[src/rtl/fft_result_drain.sv]
// FFT result drain: buffers accumulated bins in a FIFO and emits them as write bursts.
// Optional DRAIN_ADDR_CHECK_EN enables the sticky bin-index sequence check (o_seq_err).
module fft_result_drain #(
  parameter int DEPTH = 8,
  parameter int BLEN  = 4,
  parameter int BW    = 4
) (
  input  logic          clk,
  input  logic          nrst,
  input  logic          i_start,
  input  logic [11:0]   i_samp_number,
  input  logic [31:0]   i_res_data,
  input  logic [11:0]   i_res_addr,
  input  logic          i_res_valid,
  output logic          o_res_ready,
  output logic [31:0]   o_wdata,
  output logic          o_wvalid,
  input  logic          i_wready,
  output logic [BW-1:0] o_wburst,
  output logic          o_wlast,
  output logic          o_done,
  output logic          o_overflow,
  output logic          o_seq_err
);

  localparam int AW = $clog2(DEPTH);
  localparam int CW = AW + 1;

  typedef enum logic [1:0] {S_IDLE, S_WAIT, S_BURST, S_DONE} state_t;

  state_t        state_q, state_d;
  logic [31:0]   mem_q [DEPTH];
  logic [AW-1:0] wr_ptr_q, wr_ptr_d, rd_ptr_q, rd_ptr_d;
  logic [CW-1:0] count_q, count_d;
  logic          ready_q, ready_d;
  logic [11:0]   samp_q, samp_d, wr_cnt_q, wr_cnt_d, beats_q, beats_d;
  logic          ovf_q, ovf_d;
  logic          push, pop;
  logic [11:0]   remaining, burst_len;

  // i_start flushes the FIFO, so neither side may move the pointers that cycle
  assign push      = i_res_valid && ready_q && !i_start;
  assign pop       = (state_q == S_BURST) && i_wready && !i_start;
  assign remaining = samp_q - wr_cnt_q;
  assign burst_len = (remaining < 12'(BLEN)) ? remaining : 12'(BLEN);

  always_comb begin
    state_d  = state_q;
    wr_ptr_d = wr_ptr_q;
    rd_ptr_d = rd_ptr_q;
    count_d  = count_q;
    samp_d   = samp_q;
    wr_cnt_d = wr_cnt_q;
    beats_d  = beats_q;
    ovf_d    = ovf_q;

    if (push) wr_ptr_d = wr_ptr_q + AW'(1);
    if (pop)  rd_ptr_d = rd_ptr_q + AW'(1);
    if (push && !pop)      count_d = count_q + CW'(1);
    else if (pop && !push) count_d = count_q - CW'(1);
    if (i_res_valid && !ready_q) ovf_d = 1'b1;

    case (state_q)
      S_WAIT: begin
        if (12'(count_q) >= burst_len) begin
          state_d = S_BURST;
          beats_d = burst_len;
        end
      end
      S_BURST: begin
        if (pop) begin
          beats_d  = beats_q - 12'd1;
          wr_cnt_d = wr_cnt_q + 12'd1;
          if (beats_q == 12'd1) state_d = (remaining == 12'd1) ? S_DONE : S_WAIT;
        end
      end
      default: ;
    endcase

    if (i_start) begin
      wr_ptr_d = '0;
      rd_ptr_d = '0;
      count_d  = '0;
      wr_cnt_d = '0;
      beats_d  = '0;
      ovf_d    = 1'b0;
      samp_d   = i_samp_number;
      state_d  = (i_samp_number == 12'd0) ? S_DONE : S_WAIT;
    end

    ready_d = (count_d < CW'(DEPTH));
  end

  always_ff @(posedge clk or negedge nrst) begin
    if (!nrst) begin
      state_q  <= S_IDLE;
      wr_ptr_q <= '0;
      rd_ptr_q <= '0;
      count_q  <= '0;
      ready_q  <= 1'b1;
      samp_q   <= '0;
      wr_cnt_q <= '0;
      beats_q  <= '0;
      ovf_q    <= 1'b0;
    end else begin
      state_q  <= state_d;
      wr_ptr_q <= wr_ptr_d;
      rd_ptr_q <= rd_ptr_d;
      count_q  <= count_d;
      ready_q  <= ready_d;
      samp_q   <= samp_d;
      wr_cnt_q <= wr_cnt_d;
      beats_q  <= beats_d;
      ovf_q    <= ovf_d;
    end
  end

  always_ff @(posedge clk) begin
    if (push) mem_q[wr_ptr_q] <= i_res_data;
  end

`ifdef DRAIN_ADDR_CHECK_EN
  logic [11:0] exp_addr_q;
  logic        seq_err_q;

  always_ff @(posedge clk or negedge nrst) begin
    if (!nrst) begin
      exp_addr_q <= '0;
      seq_err_q  <= 1'b0;
    end else if (i_start) begin
      exp_addr_q <= '0;
      seq_err_q  <= 1'b0;
    end else if (push) begin
      exp_addr_q <= exp_addr_q + 12'd1;
      if (i_res_addr != exp_addr_q) seq_err_q <= 1'b1;
    end
  end

  assign o_seq_err = seq_err_q;
`else
  logic unused_addr;
  assign unused_addr = ^i_res_addr;
  assign o_seq_err   = 1'b0;
`endif

  // Outputs decode from registered state only, so they hold while the sink stalls
  assign o_wvalid    = (state_q == S_BURST);
  assign o_wdata     = o_wvalid ? mem_q[rd_ptr_q] : 32'd0;
  assign o_wburst    = o_wvalid ? BW'(beats_q - 12'd1) : '0;
  assign o_wlast     = o_wvalid && (beats_q == 12'd1);
  assign o_done      = (state_q == S_DONE);
  assign o_res_ready = ready_q;
  assign o_overflow  = ovf_q;

endmodule

[config.mk]
export PLATFORM = sky130hd
export DESIGN_NAME = fft_result_drain
export DESIGN_NICKNAME = d
export VERILOG_FILES = /design/src/rtl/fft_result_drain.sv
export SDC_FILE = /design/constraint.sdc
export NUM_CORES = 1
export LEC_CHECK = 0
export BUFFER_PORTS_ARGS = -buffer_cell sky130_fd_sc_hd__buf_4
export CAP_MARGIN = 20
export CORE_MARGIN = 5
export CORE_UTILIZATION = 53
export DETAILED_ROUTE_END_ITERATION = 8
export MAX_ROUTING_LAYER = met4
export PLACE_DENSITY_LB_ADDON = 0.3
export SLEW_MARGIN = 20
export SYNTH_ARGS = -nofsm -noshare
export SYNTH_HDL_FRONTEND = slang
export SYNTH_SLANG_ARGS = --single-unit
[constraint.sdc]
create_clock -name clk -period 5.2 [get_ports clk]
set_input_delay 0.26 -clock clk [delete_from_list [all_inputs] [get_ports clk]]
set_output_delay 0.26 -clock clk [all_outputs]
set_load 0.03 [all_outputs]
==> results by group, run 1 <==
STA
  – Relative slew slack: 0.5379
  – Final setup viols: 0
  – Final hold viol count: 0
  – Min Clock Period, post-route: ~4400 ps
  – Final worst path period share: 0.8507
  – FMAX: between 200 and 250 MHz
  – Worst Skew: between 15 and 20 ps
  – Worst slew pin tran: between 600 and 700 ps
  – Slew Limit Fails: 0
  – Setup tns final: 0 ps
  – RSZ-0062 raised after global routing: false

CTS
  – Clock slew at reported path FFs: 60 ps
  – Clock Sink Count: ~310
  – Htree depth: 1
  – Num CTS Buffers: 31
  – CTS tree: built
  – Clock Tree Buf Depth: 3
  – Clk Latency, worst-skew pair: around 570 ps
  – Root buffer cell: clkbuf_16
  – # resized after CTS: 0
  – Post-CTS Setup Repair Bufs: 0

Cells and area
  – N_diodes: 0
  – Share of layout cells above drive strength 1: 0.2505
  – # nets final: 1014
  – Layout Cells excl Fill: about 1.3k
  – Area delta synth->final: 19.37%

Yosys
  – Top cells by area, synth: edfxtp_1 59%, mux4_2 11%, dfrtp_1 9.5%
  – Syn Area/Cell: approximately 17 um^2
  – Post-Synthesis Cells: a little under 800
  – Async SR Flop Fraction: 0.1634
  – Number of flops mapped to enable cells by yosys: between 200 and 300
  – Synth top area share: 0.5929
  – Most used DFF post-synth: edfxtp_1
  – Count of cell types in the netlist: 58
  – Synthesized flop and latch total: a little over 300
  – Largest area contributor in the netlist: edfxtp_1
  – YS warnings: 0
  – Mapped Area: 0.01297 mm^2
  – Mapped Nets: 868
  – Sequential area share after synthesis: 0.6895

Placement
  – PortBufs: slightly below 90
  – Routability congestion estimate: roughly 0.85
  – Final HPWL DP: roughly 14 mm
  – Total placed cells including tap cells: about 1.2k

Critical path
  – Worst EP arrival: a little under 5000 ps
  – Worst path max stage delay: roughly 550 ps
  – Slowest stage cell, crit path: o21a_1
  – Worst R2R Start: wr_cnt_q[0]$_DFFE_PN0P_
  – Crit path kind: flop to flop
  – CP max FO: 20
  – Critical-path cell list: ha_1, inv_1, fa_1, nand2_1, a21oi_1, o21ai_0, mux2i_1, nand4_1, nor3_1, ha_1, nand2b_1, a21o_1, a21o_1, a21oi_1, o21a_1, nor3_1, a211o_1
  – Critical Path Start: wr_cnt_q[0]$_DFFE_PN0P_
  – Startpoint Class: flop
  – Worst endpoint required time: roughly 5600 ps
  – Critical path endpoint category: flop

Route
  – DR pass1 iterations: 5
  – Drt initial violations: between 500 and 600
  – Detail Route Antenna Nets: 0
  – Vias per cell: between 5 and 6
  – DRC Markers: 0
  – Via count: slightly above 7k
  – Drt wl/cell: 19.96 um
  – Routed Wire Length: roughly 25 mm

Floorplan
  – IO Count: between 100 and 150
  – Initial Util: 0.5363
  – Die Y: between 150 and 200 um
  – Die area: approximately 0.028 mm^2
  – Core area: roughly 0.024 mm^2
  – # rows: 57
  – Chip Width: approximately 170 um

Power and ir drop
  – Total Power: 5607 uW
  – Worst vdd ir: 0.3277 mV
  – Power per cell area: roughly 360 mW/mm^2
  – Leak: ~0.0053 uW

Outcome
  – Outcome: finished clean

GRT
  – Initial antenna violation count: 0
  – Gr usage total: 0.1895
  – Number of global-route vias before repair: between 7k and 8k
  – Largest net degree at the start of global routing: 53
  – Wire length of the first global-routing pass: 40.62 mm
  – Grt ovf: 0

Min path
  – Min-delay src: i_start
  – HP Class: primary input to flop

Run
  – Number of max-cap violations: 0
==> flip-flops by register name, indices dropped and copies added (netlist names) <==
name / cells
beats_q: 12
count_q: 4
mem_q: 256
o_overflow: 1
o_res_ready: 1
rd_ptr_q: 3
samp_q: 12
state_q: 2
wr_cnt_q: 12
wr_ptr_q: 3
==> worst max-delay path, delay by kind of cell, from the launching register on <==
family          cells  cell delay, ps
fa+ha+maj           3             870
buf+inv             1              60
flops               1             400
compound gates      7            1780
simple gates        5             950
mux                 1             230
==> synthesized netlist by cell type (4+ instances only) <==
cell / number
nor2_1: 83
mux2i_1: 34
xnor2_1: 16
nand4_1: 4
xor2_1: 5
a21oi_1: 22
mux2_2: 11
buf_1: 9
buf_2: 6
dfrtp_1: 49
inv_1: 25
clkbuf_1: 19
o21a_1: 6
edfxtp_1: 256
mux4_2: 64
nand2b_1: 11
ha_1: 22
o21ai_0: 24
nor4_1: 7
nand2_1: 25
nor3_1: 17
nand3_1: 8
==> timing repair <==
| item | 4_1_cts | 5_1_grt |
|---|---|---|
| hold buffers | 46 | 0 |
| endpoints found under the hold margin | 318 | 0 |
| setup endpoints to repair | 0 | 0 |
==> placed cells by master (no fill, tap or decap), types with 16 or more instances in the layout <==
| master | instances |
|---|---|
| dfrtp_1 | 46 |
| nor2_1 | 77 |
| o21ai_0 | 24 |
| nand2_1 | 25 |
| a21oi_1 | 22 |
| ha_1 | 22 |
| buf_4 | 101 |
| mux2i_1 | 34 |
| xnor2_1 | 16 |
| clkbuf_16 | 31 |
| edfxtp_1 | 256 |
| dlygate4sd3_1 | 46 |
| inv_1 | 25 |
| mux4_2 | 64 |
==> cell families (layout without fill, tap and decap cells) <==
logic type / count (synthesis) / in the layout / synth area share
buf+inv: 61 / 227 / 0.01911
simple gates: 177 / 177 / 0.06456
xor+xnor: 21 / 21 / 0.01418
flops: 306 / 306 / 0.6895
other cells: 2 / 2 / 0.0005792
mux: 109 / 109 / 0.1470
fa+ha+maj: 23 / 23 / 0.02277
compound gates: 85 / 85 / 0.04236
==> per-layer routing <==
| layer | share of wire | routed length, um | global-route usage |
|---|---|---|---|
| met5 | 0 | 0 | - |
| met4 | 0.015 | 382 | 0.03095 |
| met2 | 0.51 | 12980 | 0.3211 |
| met3 | 0.054 | 1381 | 0.02963 |
| met1 | 0.42 | 10690 | 0.2514 |
==> layout make-up <==
class	instances	area, um^2
Fill cell	1689	8700
Tap cell	324	405.4
Inverter	25	93.84
Timing Repair Buffer	149	1259
Multi-Input combinational cell	417	3836
Clock inverter	14	131.4
Clock buffer	39	805.8
Sequential cell	306	8946
==> metrics by stage <==
stage | worst slack [ps] | hold WS, ps | util | cell area (um^2)
2_1_floorplan | 1259 | -35.59 | - | 12970
3_3_place_gp | 931.4 | 330.8 | 0.5807 | 14040
3_5_place_dp | 831.5 | 334.7 | 0.5807 | 14040
5_1_grt | 466.6 | 185.9 | 0.6402 | 15480
4_1_cts | 809.4 | 160.8 | 0.6385 | 15440
6_report | 776.5 | 183.9 | 0.6402 | 15480
==> final timing paths <==
| kind | depth (start not counted) | slack [ps] | to |
|---|---|---|---|
| max reg2reg | 17 | 780 | beats_q[0]$_DFFE_PN0P_ |
| max | 17 | 780 | beats_q[0]$_DFFE_PN0P_ |
| min | 2 | 180 | wr_cnt_q[3]$_DFFE_PN0P_ |
| min reg2reg | 1 | 490 | beats_q[11]$_DFFE_PN0P_ |
| max in group asynchronous | 2 | 4420 | rd_ptr_q[0]$_DFFE_PN0P_ |
| min in group asynchronous | 2 | 280 | beats_q[4]$_DFFE_PN0P_ |
==> report_power, final <==
part | leakage, uW | switching (uW) | internal, uW
Combinational | 0.00192 | 422 | 330
Clock | 0.000457 | 862 | 1190
Sequential | 0.00296 | 65.7 | 2740
Power figures use the tool's default switching activity.
==> inputs of run 2 (changes only) <==
==> constraint.sdc (replaced) <==
create_clock -name clk -period 4.4 [get_ports clk]
set_input_delay 0.22 -clock clk [delete_from_list [all_inputs] [get_ports clk]]
set_output_delay 0.22 -clock clk [all_outputs]
set_load 0.03 [all_outputs]
==> run 2 against run 1 <==
Compared with the run above: routed wire length rose by 3.0%; highest routed layer unchanged; clock power rose by 40%; final cell count rose by 0.47%; die area did not move; largest power group unchanged; global-route usage rose by 0.71 points; largest cell class unchanged.
==> results by group, run 2 (synthesized netlist as in run 1, its figures left out) <==
Outcome
  – Outcome: finished clean

Floorplan
  – Die area: between 0.02 and 0.03 mm^2
  – Chip Width: 166.4 um
  – Core area: between 0.02 and 0.025 mm^2
  – Initial Util: 0.5363
  – IO Count: 103
  – Die Y: between 150 and 200 um
  – # rows: 57

Power and ir drop
  – Int Pwr: approximately 5400 uW
  – Total Power: about 7000 uW
  – Part of the power in registers: 0.468
  – Clock share of power: 0.405
  – Power per cell area: 450.8 mW/mm^2
  – Gate power share: 0.126
  – Leak: 0.005441 uW
  – Worst vdd ir: around 0.39 mV
  – Switching share of total power: 0.2379
  – Sw power: around 1700 uW

STA
  – Worst slew pin tran: approximately 870 ps
  – Slew Limit Fails: 0
  – Final worst path period share: 0.9415
  – FMAX: between 200 and 250 MHz
  – Setup tns final: 0 ps
  – Relative slew slack: 0.4140
  – RSZ-0062 raised after global routing: false
  – Final hold viol count: 0
  – Worst Skew: ~9 ps
  – WHS: 137.3 ps
  – Min Clock Period, post-route: between 4000 and 5000 ps
  – Final setup viols: 0

Critical path
  – Flop2flop setup slack: about 260 ps
  – CP max FO: 12
  – Slowest stage cell, crit path: dfrtp_1
  – Worst endpoint required time: around 4800 ps
  – Critical-path cell list: ha_1, inv_1, fa_1, a211oi_1, o221a_1, nor4b_2, nand4_1, nor3_2, ha_1, nand2b_1, a21o_1, a21o_1, a21oi_1, o21a_1, buf_4, or2_2, o311ai_1
  – Largest delay share family, worst path: compound AO/OA/AOI/OAI gates
  – Critical path endpoint category: flop
  – Startpoint Class: flop
  – Worst path max stage delay: 410 ps
  – Crit path kind: flop to flop
  – Worst EP arrival: 4570 ps
  – CP Buf/Inv Count: 2

Cells and area
  – Most flops, register: mem_q
  – Largest register FFs: between 200 and 300
  – Layout Cells excl Fill: roughly 1.3k
  – Commonest non-fill, non-tap cell in the layout: edfxtp_1
  – Commonest non-fill, non-tap cells in the layout: 256 x edfxtp_1, 101 x buf_4, 77 x nor2_1, 64 x mux4_2
  – Share of layout cells above drive strength 1: 0.2660
  – Area delta synth->final: 21.19%
  – # nets final: slightly above 1k

GRT
  – Gr usage total: 0.1966
  – Grt ovf: 0
  – Wire length of the first global-routing pass: approximately 42 mm
  – Number of global-route vias before repair: around 7.6k
  – Initial antenna violation count: 1
  – Largest net degree at the start of global routing: 52

CTS
  – Num CTS Buffers: 31
  – Clock Tree Buf Depth: 3
  – Clk Latency, worst-skew pair: roughly 560 ps
  – Post-CTS Setup Repair Bufs: 0
  – Htree depth: 1
  – CTS tree: built
  – Root buffer cell: clkbuf_16
  – Clock slew at reported path FFs: 60 ps
  – Clock Sink Count: about 310

Route
  – DRC Markers: 0
  – Detail Route Antenna Nets: 0
  – Via count: a little over 7k
  – DR pass1 iterations: 4
  – Drt wl/cell: around 20 um
  – Routed Wire Length: approximately 26 mm
  – Drt initial violations: 519
  – Vias per cell: ~5.7

Run
  – Number of max-cap violations: 0

Placement
  – PortBufs: 89
  – Total placed cells including tap cells: about 1.2k
  – Final HPWL DP: around 15 mm
  – Routability congestion estimate: ~0.83

Min path
  – HP Class: primary input to flop
## run 2: layer usage
layer / part of all wire / GRT usage
met1: 0.42 / 0.2648
met2: 0.51 / 0.3261
met3: 0.052 / 0.03224
met4: 0.019 / 0.03593
met5: 0 / -
## run 2: final timing paths
path	to	cells past startpoint	from
max in group asynchronous	rd_ptr_q[0]$_DFFE_PN0P_	2	nrst
min in group asynchronous	beats_q[3]$_DFFE_PN0P_	2	nrst
worst max-delay path	beats_q[2]$_DFFE_PN0P_	17	wr_cnt_q[0]$_DFFE_PN0P_
worst min register to register	o_overflow$_DFFE_PN0P_	2	o_overflow$_DFFE_PN0P_
worst max register to register	beats_q[2]$_DFFE_PN0P_	17	wr_cnt_q[0]$_DFFE_PN0P_
worst min-delay path	o_overflow$_DFFE_PN0P_	2	i_start
## run 2: area by class of cell
type / count / area [um^2]
clock inverters: 25 / 365.4
multi-input cells: 417 / 3859
clock buffers: 33 / 783.3
repair buffers: 149 / 1259
fillers: 1671 / 8463
well taps: 324 / 405.4
diodes: 1 / 2.502
inverters: 25 / 93.84
flip-flops and latches: 306 / 8946
## run 2: through the flow
step           area [um^2]  worst slack [ps]    util
6_report             15710             257.6  0.6500
5_1_grt              15710             14.65  0.6500
4_1_cts              15690             256.0  0.6489
3_5_place_dp         14080             311.1  0.5824
3_3_place_gp         14080             358.3  0.5824
2_1_floorplan        12970             459.2       -
## run 2: power groups by stage
stage / Combinational, uW / Sequential, uW / Clock [uW]
finish: 895 / 3320 / 2870
floorplan: 606 / 3340 / 0
CTS: 897 / 3320 / 2920
global route: 980 / 3330 / 3060
detailed placement: 857 / 3380 / 0
global placement: 843 / 3370 / 0
## run 2: repair_timing
| item | 4_1_cts | 5_1_grt |
|---|---|---|
| hold endpoints to repair | 319 | 0 |
| hold buffers | 46 | 0 |
| setup endpoints to repair | 0 | 4 |
| gates resized for setup | 0 | 3 |
